File: config.mk
export PLATFORM = sky130hd
export DESIGN_NAME = led_dimmer_ctrl
export DESIGN_NICKNAME = d
export VERILOG_FILES = /design/src/rtl/led_dimmer_pkg.sv /design/src/rtl/led_dimmer_ctrl_pwm_gen.sv /design/src/rtl/led_dimmer_ctrl.sv
export SDC_FILE = /design/constraint.sdc
export NUM_CORES = 1
export LEC_CHECK = 0
export ABC_AREA = 1
export CELL_PAD_IN_SITES_DETAIL_PLACEMENT = 1
export CELL_PAD_IN_SITES_GLOBAL_PLACEMENT = 2
export CORE_UTILIZATION = 39
export CTS_CLUSTER_DIAMETER = 40
export CTS_CLUSTER_SIZE = 14
export DETAILED_ROUTE_END_ITERATION = 8
export HOLD_SLACK_MARGIN = 0.06
export PLACE_DENSITY_LB_ADDON = 0.1
export SYNTH_ARGS = -nofsm -noshare
export SYNTH_HDL_FRONTEND = slang
export SYNTH_SLANG_ARGS = --single-unit
File: constraint.sdc
create_clock -name clk -period 5.9 [get_ports clk]
set_input_delay 1.18 -clock clk [delete_from_list [all_inputs] [get_ports clk]]
set_output_delay 1.18 -clock clk [all_outputs]
set_load 0.01 [all_outputs]
File: src/rtl/led_dimmer_pkg.sv
// Shared types and default constants for the multi-channel LED dimmer.
package led_dimmer_pkg;

  typedef enum logic [1:0] {
    IDLE,
    ARM,
    RPT,
    LOCK
  } state_t;

  typedef enum logic {
    DIR_UP,
    DIR_DN
  } dir_t;

  localparam int DEF_CHANNELS      = 4;
  localparam int DEF_LEVEL_W       = 7;
  localparam int DEF_HOLD_CYCLES   = 125;
  localparam int DEF_REPEAT_CYCLES = 25;

  function automatic int sel_width(input int n);
    return (n > 1) ? $clog2(n) : 1;
  endfunction

endpackage

File: src/rtl/led_dimmer_ctrl_pwm_gen.sv
// Shared PWM counter, per-channel shadow levels and registered comparators.
module led_pwm_gen
  import led_dimmer_pkg::*;
#(
  parameter int CHANNELS = DEF_CHANNELS,
  parameter int LEVEL_W  = DEF_LEVEL_W
) (
  input  logic                clk,
  input  logic                res,
  input  logic [LEVEL_W-1:0]  level [CHANNELS],
  output logic [CHANNELS-1:0] pwm
);

  // Period is LMAX cycles, so a full-scale level keeps the output high throughout.
  localparam logic [LEVEL_W-1:0] PC_LAST = LEVEL_W'((2 ** LEVEL_W) - 2);

  logic [LEVEL_W-1:0] pc;
  logic [LEVEL_W-1:0] al [CHANNELS];
  logic               wrap;

  assign wrap = (pc == PC_LAST);

  always_ff @(posedge clk) begin
    if (!res) begin
      pc  <= '0;
      pwm <= '0;
      for (int i = 0; i < CHANNELS; i++) al[i] <= '0;
    end else begin
      pc <= wrap ? '0 : pc + LEVEL_W'(1);
      for (int i = 0; i < CHANNELS; i++) begin
        pwm[i] <= (pc < al[i]);
        if (wrap) al[i] <= level[i];
      end
    end
  end

endmodule

File: src/rtl/led_dimmer_ctrl.sv
// Two-button brightness editor with hold-to-repeat over N channels,
// each channel driving a glitch-free PWM output.
module led_dimmer_ctrl
  import led_dimmer_pkg::*;
#(
  parameter int CHANNELS      = DEF_CHANNELS,
  parameter int LEVEL_W       = DEF_LEVEL_W,
  parameter int HOLD_CYCLES   = DEF_HOLD_CYCLES,
  parameter int REPEAT_CYCLES = DEF_REPEAT_CYCLES,
  parameter int SEL_W         = sel_width(CHANNELS)
) (
  input  logic                clk,
  input  logic                res,
  input  logic                btn_up,
  input  logic                btn_dn,
  input  logic [SEL_W-1:0]    chan_sel,
  output logic [CHANNELS-1:0] pwm,
  output logic [LEVEL_W-1:0]  level_o,
  output logic                at_limit
);

  // state | meaning
  // IDLE  | waiting for a single-button press on a valid channel
  // ARM   | button held, counting down to first auto-repeat
  // RPT   | auto-repeating every REPEAT_CYCLES while held
  // LOCK  | both buttons seen together, no steps until both released

  localparam logic [LEVEL_W-1:0] LMAX = '1;
  localparam int CNT_MAX = (HOLD_CYCLES > REPEAT_CYCLES) ? HOLD_CYCLES : REPEAT_CYCLES;
  localparam int CNT_W   = (CNT_MAX > 2) ? $clog2(CNT_MAX) : 1;
  localparam logic [CNT_W-1:0] HOLD_LOAD = CNT_W'(HOLD_CYCLES - 1);
  localparam logic [CNT_W-1:0] REP_LOAD  = CNT_W'(REPEAT_CYCLES - 1);

  state_t             state, state_nx;
  dir_t               dir_q, dir_nx, step_dir;
  logic [SEL_W-1:0]   ch_q, ch_nx, step_ch;
  logic [CNT_W-1:0]   cnt_q, cnt_nx;
  logic               swap_q, swap_nx;
  logic               up_q, dn_q, up_ok_q, dn_ok_q;
  logic               up_go, dn_go, held, other, sel_ok, step_en;
  logic [LEVEL_W-1:0] wl [CHANNELS];

  function automatic logic [LEVEL_W-1:0] sat_step(input logic [LEVEL_W-1:0] v, input dir_t d);
    if (d == DIR_UP) return (v == LMAX) ? v : v + LEVEL_W'(1);
    return (v == '0) ? v : v - LEVEL_W'(1);
  endfunction

  assign sel_ok = ({1'b0, chan_sel} < (SEL_W + 1)'(CHANNELS));
  assign held   = (dir_q == DIR_UP) ? btn_up : btn_dn;
  assign other  = (dir_q == DIR_UP) ? btn_dn : btn_up;

  // up_ok/dn_ok mask a button still held through reset; swap_q carries a
  // release-and-other-press edge into IDLE so it is taken on the next edge.
  assign up_go = (btn_up & ~up_q & up_ok_q) | (swap_q & btn_up & (dir_q == DIR_DN));
  assign dn_go = (btn_dn & ~dn_q & dn_ok_q) | (swap_q & btn_dn & (dir_q == DIR_UP));

  always_comb begin
    state_nx = state;
    dir_nx   = dir_q;
    ch_nx    = ch_q;
    cnt_nx   = cnt_q;
    swap_nx  = 1'b0;
    step_en  = 1'b0;
    step_dir = dir_q;
    step_ch  = ch_q;
    case (state)
      IDLE: begin
        if (sel_ok && (up_go || dn_go)) begin
          ch_nx = chan_sel;
          if (btn_up && btn_dn) begin
            state_nx = LOCK;
          end else begin
            step_en  = 1'b1;
            step_ch  = chan_sel;
            step_dir = up_go ? DIR_UP : DIR_DN;
            dir_nx   = step_dir;
            cnt_nx   = HOLD_LOAD;
            state_nx = ARM;
          end
        end
      end
      ARM, RPT: begin
        if (!held) begin
          state_nx = IDLE;
          swap_nx  = other;
        end else if (other) begin
          state_nx = LOCK;
        end else if (cnt_q == '0) begin
          step_en  = 1'b1;
          cnt_nx   = REP_LOAD;
          state_nx = RPT;
        end else begin
          cnt_nx = cnt_q - CNT_W'(1);
        end
      end
      LOCK: begin
        if (!btn_up && !btn_dn) state_nx = IDLE;
      end
      default: state_nx = IDLE;
    endcase
  end

  always_ff @(posedge clk) begin
    if (!res) begin
      state   <= IDLE;
      dir_q   <= DIR_UP;
      ch_q    <= '0;
      cnt_q   <= '0;
      swap_q  <= 1'b0;
      up_q    <= 1'b0;
      dn_q    <= 1'b0;
      up_ok_q <= ~btn_up;
      dn_ok_q <= ~btn_dn;
      for (int i = 0; i < CHANNELS; i++) wl[i] <= '0;
    end else begin
      state   <= state_nx;
      dir_q   <= dir_nx;
      ch_q    <= ch_nx;
      cnt_q   <= cnt_nx;
      swap_q  <= swap_nx;
      up_q    <= btn_up;
      dn_q    <= btn_dn;
      up_ok_q <= up_ok_q | ~btn_up;
      dn_ok_q <= dn_ok_q | ~btn_dn;
      if (step_en) wl[step_ch] <= sat_step(wl[step_ch], step_dir);
    end
  end

  always_comb begin
    level_o = wl[ch_q];
    if (state == IDLE) level_o = sel_ok ? wl[chan_sel] : '0;
  end

  assign at_limit = (level_o == '0) || (level_o == LMAX);

  led_pwm_gen #(
    .CHANNELS(CHANNELS),
    .LEVEL_W (LEVEL_W)
  ) u_pwm (
    .clk  (clk),
    .res  (res),
    .level(wl),
    .pwm  (pwm)
  );

endmodule

Yosys cells after proc, flatten, opt, wreduce, memory -nomap -nowiden. Memories as Yosys holds them, arrays and structs flattened. Cells that the tools add are included.

Bits in registers: 56. Bits in writable memories: 28. Bits of input ports: 6. Output and inout bits: 12. Word-level logic and storage cells: 144. Memories kept: 1.

Memory list: u_pwm.al (depth 4, bits a word 7, read ports 4, clocked after Yosys merged registers in 0, write ports 4, RTL line led_dimmer_ctrl_pwm_gen.sv:18) `logic [LEVEL_W-1:0] al [CHANNELS];`.

Add/sub/neg operators: 4. Magnitude comparators: 8. Equality and inequality tests: 12. Multiplexer cells: 60. Bitwise logic cells: 26. Reduce and logical (&&, ||, !) cells: 18.

Operators with widths (count): $mux W7 (23); $bmux W7 S2 (3); $bwmux W28 (1); $lt A7 B7 Y1 (4); $eq A7 B7 Y1 const B (3); $logic_not A7 Y1 (3); $mux W1 (20); $mux W2 (9); $add A7 B1 Y7 const B (2); $demux W7 S2 (1); $pmux W7 S2 (1); $sub A7 B1 Y7 const B (2); $ne A2 B2 Y1 const B (5); $ge A3 B3 Y1 const B (3); $not A2 Y3 (3); $and A1 B1 Y1 (8); $or A1 B1 Y1 (8); $not A1 Y1 (7); $pmux W2 S3 (1); $reduce_and A5 Y1 (1); $eq A2 B2 Y1 const B (2); $ne A4 B4 Y1 const B (1); $reduce_or A2 Y1 (2); $logic_and A1 B1 Y1 (3); other kinds (10) (12).

Depth between registers and ports, before layout. Gate-level depths: netlist of run 1.

Word-level depth: 18. Gate-level depth with buffers: 24. Mapped depth without buffers: 23.

Modules after synthesis. Synthesis of run 1 repeated with hierarchy kept, for this count alone.

Cell total of the unflattened synthesis: 809. Area total of the unflattened synthesis: 5741.8 um2.

By module, submodules not included: led_dimmer_ctrl (instances 1, cells each 558, area each 3524.6 um2, sequential area each 900.9 um2); led_pwm_gen (instances 1, cells each 251, area each 2217.1 um2, sequential area each 1061.0 um2).

Least setup slack after synthesis of run 1. OpenSTA, ideal clock, no wires.

Path type: input -> output. From: input port chan_sel[0]. To: output port at_limit. Arrival: 2.600 ns. Required time: 4.720 ns. Path slack: 2.120 ns. Cell stages on the path: 8. Buffers on the path: 2. Cells stage by stage: buf_2 inv_1 clkbuf_1 a21oi_1 o21ai_0 a31oi_1 nand4_1 o21ai_0.

Cells in the longest elaborated chain, start to end: 7. Elaborated cells between the ends (all ways): 8. Those cells by class: eq/ne: 1; mux: 4; bitwise: 1; reduce/logical: 2.

RTL lines: start, declared (RTL line led_dimmer_ctrl.sv:16) `input logic [SEL_W-1:0] chan_sel,`; $not A2 Y3 (implied by the code) * (RTL line led_dimmer_ctrl.sv:131) `if (state == IDLE) level_o = sel_ok ? wl[chan_sel] : '0;`; $bmux W7 S2 * (RTL line led_dimmer_ctrl.sv:131); $mux W7 (implied by the code) * (2 in series) (RTL line led_dimmer_ctrl.sv:131); $mux W7 * (RTL line led_dimmer_ctrl.sv:131); named net level_o[3] (RTL line led_dimmer_ctrl.sv:18) `output logic [LEVEL_W-1:0] level_o,`; $eq A7 B7 Y1 / $logic_not A7 Y1 (equally long branches) (RTL line led_dimmer_ctrl.sv:134) `assign at_limit = (level_o == '0) || (level_o == LMAX);`; $logic_or A1 B1 Y1 * (RTL line led_dimmer_ctrl.sv:134); end, declared (RTL line led_dimmer_ctrl.sv:19) `output logic at_limit`.

The timed path passes the listed nets; every way through them passes the cells marked *. The select of a mux whose other input is x is not followed.

Worst setup path after layout of run 1.
From: input port chan_sel[1]. To: output port at_limit.

Cells in the longest elaborated chain, start to end: 7. Elaborated cells between the ends (all ways): 8. Those cells by class: eq/ne: 1; mux: 4; bitwise: 1; reduce/logical: 2.

RTL lines (RTL line): $not A2 Y3 (implied by the code) * (led_dimmer_ctrl.sv:131); $bmux W7 S2 * (led_dimmer_ctrl.sv:131); $mux W7 (implied by the code) * (2 in series) (led_dimmer_ctrl.sv:131); $mux W7 * (led_dimmer_ctrl.sv:131); $eq A7 B7 Y1 / $logic_not A7 Y1 (equally long branches) (led_dimmer_ctrl.sv:134); $logic_or A1 B1 Y1 * (led_dimmer_ctrl.sv:134).

Every way passes the cells marked *; elsewhere a longest branch is shown, timed or not. The select of a mux whose other input is x is not followed.

==> results of run 1 <==
## cells in the final DEF (no fill, tap or decap), types with 2 or more instances in the layout
cell and n:
nand2_1 149, inv_1 125, nand3_1 81, a21oi_1 76, nor2_1 59, dfxtp_1 56
o21ai_0 41, ha_1 34, edfxtp_1 28, clkdlybuf4s50_1 17, nand2_2 12, nor3_1 12
a31oi_1 10, clkbuf_16 9, nand4_1 8, a221oi_1 6, a211oi_1 6, nand3_2 5
inv_2 4, nor2_2 4, o21ai_1 4, nand2_4 3, o21ai_2 3, inv_6 3
buf_4 3, xnor2_1 2, xor2_1 2, nor3b_1 2, bufinv_16 2
## cell families (layout without fill, tap and decap cells)
| kind of cell | after synthesis | in the layout | synth area share, % |
|---|---|---|---|
| flip-flops | 84 | 84 | 36.2 |
| AO/OA/AOI/OAI | 148 | 148 | 14.9 |
| adder cells (fa/ha/maj) | 34 | 34 | 7.85 |
| AND/OR/NAND/NOR | 341 | 341 | 28.8 |
| buffers and inverters | 156 | 166 | 11.6 |
| XOR/XNOR | 4 | 4 | 0.646 |
## Yosys cell counts (12+ instances only)
cell type  number  share of area (%)
a21oi_1        76                7.0
clkbuf_1       16                1.1
dfxtp_1        56                 21
edfxtp_1       28                 16
ha_1           34                7.8
inv_1         125                8.7
nand2_1       149                 10
nand2_2        12                1.4
nand3_1        81                7.5
nor2_1         59                4.1
nor3_1         12                1.1
o21ai_0        41                3.8
## power breakdown
| group | switching (mW) | internal (mW) | leakage (nW) | total [mW] |
|---|---|---|---|---|
| combinational | 1.00 | 0.444 | 1.80 | 1.45 |
| sequential | 0.0895 | 0.695 | 0.760 | 0.785 |
| clock | 0.257 | 0.387 | 0.160 | 0.644 |
| total | 1.35 | 1.53 | 2.72 | 2.88 |
## sequential cells by signal (all words and copies together) (netlist names)
signal / flops
wl: 28
dir_q: 1
ch_q: 2
dn_q: 1
dn_ok_q: 1
u_pwm.pc: 7
u_pwm.al: 28
up_ok_q: 1
up_q: 1
swap_q: 1
state: 2
cnt_q: 7
u_pwm.pwm: 4
## layer usage
| metal | track usage, % | up-vias | routed length, µm |
|---|---|---|---|
| li1 | - | 2541 | - |
| met2 | 43.4 | 90 | 8450 |
| met4 | 10.4 | 0 | 618 |
| met5 | 0 | - | 0 |
| met1 | 32.2 | 2436 | 7740 |
| met3 | 4.28 | 35 | 583 |
## metrics by stage
step | instance area, µm² | total power, mW | setup WS (ns)
2_1_floorplan | 5420 | 1.79 | 2.12
3_3_place_gp | 5700 | 2.20 | 1.25
3_5_place_dp | 5700 | 2.24 | 1.17
4_1_cts | 6030 | 2.89 | 1.17
5_1_grt | 6030 | 3.09 | 0.971
6_report | 6030 | 2.88 | 1.14
## cell type report
class / count / area share [%]
Clock buffer: 10 / 3.96
Inverter: 130 / 8.09
Sequential cell: 84 / 32.5
Tap cell: 176 / 3.65
Multi-Input combinational cell: 527 / 47.0
Timing Repair Buffer: 20 / 3.20
Clock inverter: 6 / 1.56
## worst max-delay path, cell delays in order
cell	delay (ns)
clkdlybuf4s50_1	0.71
inv_1	0.23
a21oi_1	0.15
o21ai_0	0.09
a31oi_1	0.32
nand4_1	0.13
o21ai_0	0.19
clkdlybuf4s50_1	0.57
## worst paths after layout
check        endpoint   startpoint  slack [ns]
min           up_ok_q      up_ok_q        0.45
max reg2reg     wl[0]     state[0]        2.18
max          at_limit  chan_sel[1]        1.14
min reg2reg   up_ok_q      up_ok_q        0.45
==> results.txt, run 1 <==
initial antenna violation count: 0
Pwr per Cell Area: 477 nW/µm²
worst reg2reg path depth: 18
RSZ-0062 raised after global routing: no
Crit Path Category: in -> out
Placed Cells: 937
YS warnings: 0
Worst EP required: 4.72 ns
leak pwr: 2.72 nW
Die Wd: 120 µm
Std-Cell Core Area: 13400 µm²
Num CTS Buffers: 9
DR vias: 5102
DR pass1 iterations: 5
setup violators final: 0
arrival time worst endpoint: 3.58 ns
relative slew slack: 33.9%
Layout Cells excl Fill: 953
number of synthesized register bits: 84
peak supply drop: 0.213 mV
register area share after synthesis: 36.2%
Gate Count Post-Synth: 767
area delta synth->final: 11.2%
clk buf depth: 2
worst slew pin tran: 0.991 ns
Die ar.: 14400 µm²
DRT Wirelength: 17400 µm
Post-Syn Area: 5420 µm²
initial DRC count: 325
CTS tree: done
post-CTS setup buffers: 0
RePlAce Congestion: 0.886
register area: 1960 µm²
remaining global-route overflow: 0
ANT nets after route: 0
DR WL/cell: 18.2 µm
worst hold path class: reg -> reg
Hold Buf Count CTS: 0
max cap viols: 0
multi-input logic area: 2830 µm²
Skew-Pair Late Insertion Delay: 0.35 ns
crit end category: output pin
Startpoint Class: input port
Root Buffer: clkbuf_16
Vias per Instance: 5.35
post-cts resize count: 0
peak fanout along the critical path: 10
IO Count: 18
syn_area_per_cell: 7.07 µm²
first-pass GRT wire length: 28000 µm
diodes inserted: 0
hpwl dp: 13400 µm
Async SR Flop Fraction: 0%
Starting Density: 40.5%
vias in the first global route: 5189
Min Clock Period, post-route: 4.76 ns
Layout fillers: 1707
hold depth: 2
period utilization: 80.7%
final hold vios: 0
layout cell share with drive strength beyond 1: 6.95%
Remaining DRCs: 0
Netlist cell types: 37
clock-pin transition on the worst setup and hold timing paths: 0.06 ns
syn nets: 807
Post-synth top flop: dfxtp_1
Max Clock Skew: 0.00976 ns
status: finished clean
Max Fclk: 210 MHz
final setup TNS: 0 ns
row cnt: 42
H-tree depth: 3
Nets: 812
Die Height: 120 µm
EDFF count, synth: 28
Hold WS: 0.452 ns
clk sinks: 84
largest net degree at the start of global routing: 42
Global Route Usage Sum: 25.6%
max-slew violation count: 0
Finished Core Util: 45.0%
number of I/O port buffers: 17
(Power assumes the default switching activity.)
==> run 2, diff against run 1 <==
- CORE_UTILIZATION: 39 -> 36
- clock period: 5.9 -> 4.4 ns (I/O delays scaled with it)
==> run 2 against run 1 <==
Sequential power grew 32%. Wire length is 1.1% higher. Die area rose by 8.2%. Global-route usage is 2.2 points lower. Final area is 1.1% higher. Combinational power increased by 39%. Critical path depth is the same. Critical path type unchanged. Highest routed layer unchanged.
==> results.txt, run 2 (synthesis gave the netlist of run 1 again) <==
max cap viols: 0 (unchanged)
first-pass GRT wire length: 28600 µm (+1.8%)
Pwr per Cell Area: 630 nW/µm² (+32%)
multi-input logic area: 2830 µm² (unchanged)
RSZ-0062 raised after global routing: no
Skew-Pair Late Insertion Delay: 0.35 ns (about the same)
peak fanout along the critical path: 15 (+5)
crit path from: chan_sel[0]
worst reg2reg path depth: 19 (+1)
Design Power: 3.84 mW (+33%)
Min Clock Period, post-route: 4.21 ns
CTS tree: done
initial antenna violation count: 0 (unchanged)
Crit Path Category: in -> out
DR WL/cell: 18.1 µm (-1.0%)
row cnt: 44 (+4.8%)
Die ar.: 15600 µm² (+8.2%)
Layout Cells excl Fill: 973 (+2.1%)
ANT nets after route: 0 (unchanged)
Root Buffer: clkbuf_16
placed cell areas: 5800 µm² (+1.8%)
most frequent cells in the layout: 149 x nand2_1, 125 x inv_1, 81 x nand3_1
number of I/O port buffers: 17 (unchanged)
IO Count: 18 (unchanged)
Worst EP required: 3.52 ns (-1.20 ns)
worst hold path class: reg -> reg
most common cell after layout, fill and taps aside: nand2_1
clk sinks: 84 (unchanged)
Die Height: 125 µm (+4.0%)
status: finished clean
vias in the first global route: 5265 (+1.5%)
launching point of the worst reg2reg path: state[0]
period utilization: 95.8%
relative slew slack: 50.7% (+17 points)
area delta synth->final: 12.4%
final setup TNS: 0 ns (unchanged)
Starting Density: 37.2% (-3.3 points)
post-CTS setup buffers: 0 (unchanged)
Global Route Usage Sum: 23.4% (-2.2 points)
H-tree depth: 3 (unchanged)
clk buf depth: 2 (unchanged)
initial DRC count: 232 (-29%)
peak supply drop: 0.290 mV (+36%)
DR pass1 iterations: 4 (-1)
Max Clock Skew: 0.00691 ns (-0.00285 ns)
FF-to-FF setup slack: 1.01 ns (-1.17 ns)
final hold vios: 0 (unchanged)
DRT Wirelength: 17600 µm (+1.1%)
Layout fillers: 1840 (+7.8%)
arrival time worst endpoint: 3.33 ns (-0.25 ns)
cell area after layout: 6090 µm² (+1.1%)
post-cts resize count: 0 (unchanged)
Std-Cell Core Area: 14600 µm² (+8.9%)
register area: 1960 µm² (unchanged)
max-slew violation count: 0 (unchanged)
Max Fclk: 237 MHz
worst slew pin tran: 0.740 ns (-0.251 ns)
Startpoint Class: input port
clock-pin transition on the worst setup and hold timing paths: 0.06 ns (about the same)
RePlAce Congestion: 0.865 (-2.4%)
layout cell share with drive strength beyond 1: 8.37% (+1.4 points)
Regs by FF count: u_pwm.al x28, wl x28
DR vias: 5165 (+1.2%)
Placed Cells: 957 (+2.1%)
Nets: 824 (+1.5%)
hpwl dp: 13700 µm (+1.9%)
diodes inserted: 0 (unchanged)
Num CTS Buffers: 9 (unchanged)
setup violators final: 0 (unchanged)
RR Endpoint: wl[25]
Vias per Instance: 5.31 (-0.85%)
crit end category: output pin
remaining global-route overflow: 0 (unchanged)
leak pwr: 2.77 nW (+1.6%)
largest net degree at the start of global routing: 42 (unchanged)
crit path capture: at_limit
Hold Buf Count CTS: 0 (unchanged)
Remaining DRCs: 0 (unchanged)
Die Wd: 125 µm (+4.0%)
[run 2: worst min path at each step]
stage | from | endpoint | slack [ns] | cells after the start
after global placement | up_ok_q | up_ok_q | 0.43 | 2
final | dn_ok_q | dn_ok_q | 0.44 | 2
after global routing | dn_ok_q | dn_ok_q | 0.47 | 2
after floorplan | dn_ok_q | dn_ok_q | 0.42 | 2
after CTS | dn_ok_q | dn_ok_q | 0.44 | 2
after detailed placement | dn_ok_q | dn_ok_q | 0.44 | 2
[run 2: report_power, final]
group | internal (mW) | switching, mW
Clock | 0.444 | 0.338
Combinational | 0.647 | 1.37
Sequential | 0.932 | 0.106
[run 2: per-layer routing]
layer	wire [µm]	vias up	GRT usage, %
met3	560	30	3.57
met4	477	0	8.79
met5	0	-	0
li1	-	2565	-
met2	8630	82	40.8
met1	7910	2488	28.9
[run 2: critical path, stage by stage]
cell	delay [ns]
clkdlybuf4s50_1	0.51
inv_1	0.22
a21oi_1	0.19
o21ai_0	0.09
a31oi_1	0.49
nand3_1	0.13
o21ai_0	0.24
clkdlybuf4s50_1	0.58
[run 2: layout make-up]
cell class,instances,area share (%)
multi-input combinational,527,46.5
inverter,130,8.01
clock buffer,9,3.70
clock inverter,7,1.21
sequential,84,32.2
timing repair buffer,32,4.64
tap,184,3.78
[run 2: through the flow]
stage / util (%) / setup WS, ns / hold WS (ns)
after floorplan: - / 1.22 / 0.416
after global placement: 39.7 / 0.205 / 0.426
after detailed placement: 39.7 / 0.219 / 0.436
after CTS: 41.8 / 0.202 / 0.445
after global routing: 41.8 / 0.105 / 0.473
final: 41.8 / 0.186 / 0.444
==> RTL change 1, RTL diff (settings of run 2) <==
Put a register stage on the output `level_o`. The value now appears one clock later. The other outputs are not delayed to match.
--- a/src/rtl/led_dimmer_ctrl.sv
+++ b/src/rtl/led_dimmer_ctrl.sv
@@ -30,6 +30,8 @@
   localparam int CNT_W   = (CNT_MAX > 2) ? $clog2(CNT_MAX) : 1;
   localparam logic [CNT_W-1:0] HOLD_LOAD = CNT_W'(HOLD_CYCLES - 1);
   localparam logic [CNT_W-1:0] REP_LOAD  = CNT_W'(REPEAT_CYCLES - 1);
+
+  logic [LEVEL_W-1:0] level_d;
 
   state_t             state, state_nx;
   dir_t               dir_q, dir_nx, step_dir;
@@ -127,11 +129,11 @@
   end
 
   always_comb begin
-    level_o = wl[ch_q];
-    if (state == IDLE) level_o = sel_ok ? wl[chan_sel] : '0;
+    level_d = wl[ch_q];
+    if (state == IDLE) level_d = sel_ok ? wl[chan_sel] : '0;
   end
 
-  assign at_limit = (level_o == '0) || (level_o == LMAX);
+  assign at_limit = (level_d == '0) || (level_d == LMAX);
 
   led_pwm_gen #(
     .CHANNELS(CHANNELS),
@@ -143,5 +145,9 @@
     .pwm  (pwm)
   );
 
+  always_ff @(posedge clk) begin
+    level_o <= level_d;
+  end
+
 endmodule
 
Check against the original RTL: not equivalent (Yosys sat finds a counterexample within 4 cycles, from zero or initial values).
==> RTL change 1 against run 2 <==
Via count fell by 4.6%. Wire length decreased by 5.1%. Final area decreased by 0.76%. Critical endpoint unchanged. Largest cell class unchanged. Sequential cell count rose by 7. Power is 3.2% lower. Worst setup slack lost 0.0047 ns. Synthesized area fell by 0.18%. Fmax down 0.11%. Highest routed layer unchanged. Non-clock buffer count fell by 7. Combinational power is 7% lower.
==> RTL change 1: results (changes against run 2) <==
- Status: finished, final reports clean (unchanged)
- WL/cell: 17.7 µm (was 18.1 µm)
- CP peak stage delay: 0.58 ns (about the same)
- Slew @ Worst Pin: 0.692 ns (was 0.740 ns)
- Post-CTS Setup Inserts: 0 (unchanged)
- Crit-path slowest cell: clkdlybuf4s50_1 (unchanged)
- # diodes: 0 (unchanged)
- Synth warn: 0 (unchanged)
- Initial antenna violation count: 0 (unchanged)
- First-pass GRT wire length: 27.0 mm (was 28.6 mm)
- Tot GR Track Use: 0.224 (was 0.234)
- Via density: 5.21 (was 5.31)
- Layout cells sized above 1: 0.0802 (was 0.0837)
- Crit-path max FO: 13 (was 15)
- GR Layer Usage met1: 0.295 (was 0.289)
- Post-DP Area: 0.00577 mm² (was 0.00580 mm²)
- Number of DRC markers in iteration 0: 265 (was 232)
- GPL Wtd Cong: 0.864 (was 0.865)
- Top cells by area, synth: dfxtp_1 23%, edfxtp_1 16%, nand2_1 9.2%, inv_1 8.5%, ha_1 7.9% (was dfxtp_1 21%, edfxtp_1 16%, nand2_1 10%, inv_1 8.7%, ha_1 7.8%)
- Fin nets: 796 (was 824)
- Top_reg_cell synth: dfxtp_1 (unchanged)
- Cell family with most CP delay: buffers and inverters (unchanged)
- Gr ovfl total: 0 (unchanged)
- Worst vdd ir: 266 µV (was 290 µV)
- Netlist cell types: 39 (was 37)
- GRT met3 Usage: 0.0314 (was 0.0357)
- DP Wirelength: 13.2 mm (was 13.7 mm)
- Seq/Total Area, Yosys: 0.388 (was 0.362)
- Largest net degree at the start of global routing: 40 (was 42)
- Clock skew: 0.00958 ns (was 0.00691 ns)
- Flop-to-flop setup slack: 0.76 ns (was 1.01 ns)
- Synth cell count leaders: 133 x nand2_1, 123 x inv_1, 78 x a21oi_1, 66 x nand3_1, 63 x dfxtp_1 (was 149 x nand2_1, 125 x inv_1, 81 x nand3_1, 76 x a21oi_1, 59 x nor2_1)
- Clock Latency Late Sink: 0.35 ns (about the same)
- Syn nets: 780 (was 807)
- Worst Path Arrival: 3.34 ns (was 3.33 ns)
- Met2 Track Usage GR: 0.378 (was 0.408)
- Vias in the first global route: 4939 (was 5265)
- Leakage: 2.68 nW (was 2.77 nW)
[RTL change 1: cell count changes after synthesis, sizes merged, moves of 2 or more]
cell and delta:
a22oi +2, buf -4, a211oi -3, nor2 -4
nand3 -17, clkbuf -2, nand2 -10, a21oi +3
o211ai +2, dfxtp +7, xor2 +2, o21ai +3
xnor2 -2
[RTL change 1: worst paths after layout]
check | start | end | cells past startpoint
max | chan_sel[0] | at_limit | 8
min | dn_ok_q | dn_ok_q | 2
max reg2reg | state[0] | wl[16] | 20
min reg2reg | dn_ok_q | dn_ok_q | 2
[RTL change 1: stage by stage]
step                      setup slack [ns]  hold slack (ns)  cells  power, mW
after global placement               0.189            0.423    929       2.95
final                                0.181            0.443    945       3.72
after global routing                0.0604            0.495    945       4.00
after CTS                            0.216            0.448    945       3.75
after floorplan                       1.22            0.416    740       2.41
after detailed placement             0.213            0.438    929       3.00
[RTL change 1: power breakdown]
group | leakage, nW | switching, mW | internal (mW)
clock network | 0.139 | 0.336 | 0.398
logic | 1.72 | 1.29 | 0.581
registers | 0.818 | 0.0848 | 1.03
[RTL change 1: layout make-up]
| class | count | area (µm²) |
|---|---|---|
| Timing Repair Buffer | 25 | 230 |
| Sequential cell | 91 | 2100 |
| Tap cell | 184 | 230 |
| Fill cell | 1870 | 8540 |
| Multi-Input combinational cell | 500 | 2720 |
| Inverter | 129 | 484 |
| Clock inverter | 6 | 40.0 |
| Clock buffer | 10 | 239 |
[RTL change 1: worst min-delay path, cell delays in order, from the launching register on]
cell	delay (ns)
dfxtp_1	0.31
nand2_1	0.05
nand2_1	0.04
[RTL change 1: per-layer routing]
| layer | wire [µm] | up-vias |
|---|---|---|
| met5 | 0 | - |
| li1 | - | 2472 |
| met4 | 249 | 0 |
| met1 | 7800 | 2382 |
| met3 | 430 | 20 |
| met2 | 8210 | 52 |
[RTL change 1: logic make-up (layout without fill, tap and decap cells)]
group           count (synthesis)  in the layout  share of synthesized area
flops                          91             91                      0.388
compound gates                154            154                      0.156
buf+inv                       149            170                      0.108
simple gates                  308            308                      0.262
xor+xnor                        4              4                    0.00647
fa+ha+maj                      34             34                     0.0786
==> RTL change 2, RTL diff (flow settings as in run 2) <==
Without the edit above. The package constant `DEF_REPEAT_CYCLES` goes from 25 to 50.
--- a/src/rtl/led_dimmer_pkg.sv
+++ b/src/rtl/led_dimmer_pkg.sv
@@ -16,7 +16,7 @@
   localparam int DEF_CHANNELS      = 4;
   localparam int DEF_LEVEL_W       = 7;
   localparam int DEF_HOLD_CYCLES   = 125;
-  localparam int DEF_REPEAT_CYCLES = 25;
+  localparam int DEF_REPEAT_CYCLES = 50;
 
   function automatic int sel_width(input int n);
     return (n > 1) ? $clog2(n) : 1;
Formal check against the unedited RTL: same outputs for any inputs over 4 cycles, from zero or initial values; that may be too few to reach the edited logic, so the function may still have changed.
==> RTL change 2 against run 2 <==
Clock power is essentially flat. Synthesized cell count unchanged. Power rose by 0.74%. Synthesized area is 0.18% higher. Worst setup slack better by 0.037 ns. Critical path depth grew 1. Final area increased by 0.23%. Wire length up 2.0%. Sequential cell count stayed put. The run now ends with DRC left. Core utilization shrank 0.063 points. Die area grew 0.18%.
==> RTL change 2: results (changes against run 2) <==
- M1 wire length: 7.98 mm (was 7.91 mm)
- Flop-to-flop setup slack: 1.05 ns (was 1.01 ns)
- Residual DRC: 4 (was 0)
- Number of DRC markers in iteration 0: 285 (was 232)
- Vias in the first global route: 5400 (was 5265)
- Tot GR Track Use: 0.240 (was 0.234)
- Vias: 5152 (was 5165)
- Final wirelength: 17.9 mm (was 17.6 mm)
- Hold_ws: 0.446 ns (was 0.444 ns)
- GRT met3 Usage: 0.0258 (was 0.0357)
- Dpl ws: 0.280 ns (was 0.219 ns)
- PD cells: 633 mW/mm² (was 630 mW/mm²)
- DP Wirelength: 13.9 mm (was 13.7 mm)
- Status: finished, violations left (was finished, final reports clean)
- Violated checks: DRC
- Met2 wire len: 8.93 mm (was 8.63 mm)
- Comb pwr share: 0.528 (was 0.526)
- TritonRoute pass-1 iters: 6 (was 4)
- Netlist cell types: 40 (was 37)
- GR Layer Usage met1: 0.294 (was 0.289)
- WL met3: 524 µm (was 560 µm)
- GPL Wtd Cong: 0.872 (was 0.865)
- Post-DP Area: 0.00581 mm² (was 0.00580 mm²)
- Worst Path Arrival: 3.30 ns (was 3.33 ns)
- Fill cell count: 1882 (was 1840)
- Min-Delay Endpoint: up_ok_q (was dn_ok_q)
- R2r endpoint: wl[24] (was wl[25])
- Met2 Track Usage GR: 0.428 (was 0.408)
- First-pass GRT wire length: 28.9 mm (was 28.6 mm)
- Leakage: 2.77 nW (about the same)
==> RTL change 2: changes by cell type after synthesis, moves of 2 or more <==
cell	before	now
a21oi_1	76	79
nand2_2	12	15
nor2_1	59	57
nand2_1	149	151
a211oi_1	6	4
inv_1	125	122
a31oi_1	10	8
nand3_1	81	77
==> RTL change 2: worst register-to-register path: cells and delay by family, from the launching register on <==
kind	cells	cell delay [ns]
DFF	1	0.33
and+or+nand+nor	11	1.45
buffers and inverters	4	0.67
adders and majority gates	1	0.64
AOI/OAI and AO/OA	1	0.17
==> RTL change 2: layout make-up <==
class                           count  area (µm²)  share of cell area
Clock buffer                       10         239              0.0391
Clock inverter                      6        63.8              0.0104
Inverter                          127         477              0.0780
Multi-Input combinational cell    530        2850               0.467
Sequential cell                    84        1960               0.321
Tap cell                          184         230              0.0377
Timing Repair Buffer               32         283              0.0463
==> RTL change 2: kinds of logic after synthesis <==
group,share of synthesized area
flops,0.361
fa+ha+maj,0.0783
xor+xnor,0.00484
simple gates,0.292
buf+inv,0.113
compound gates,0.150
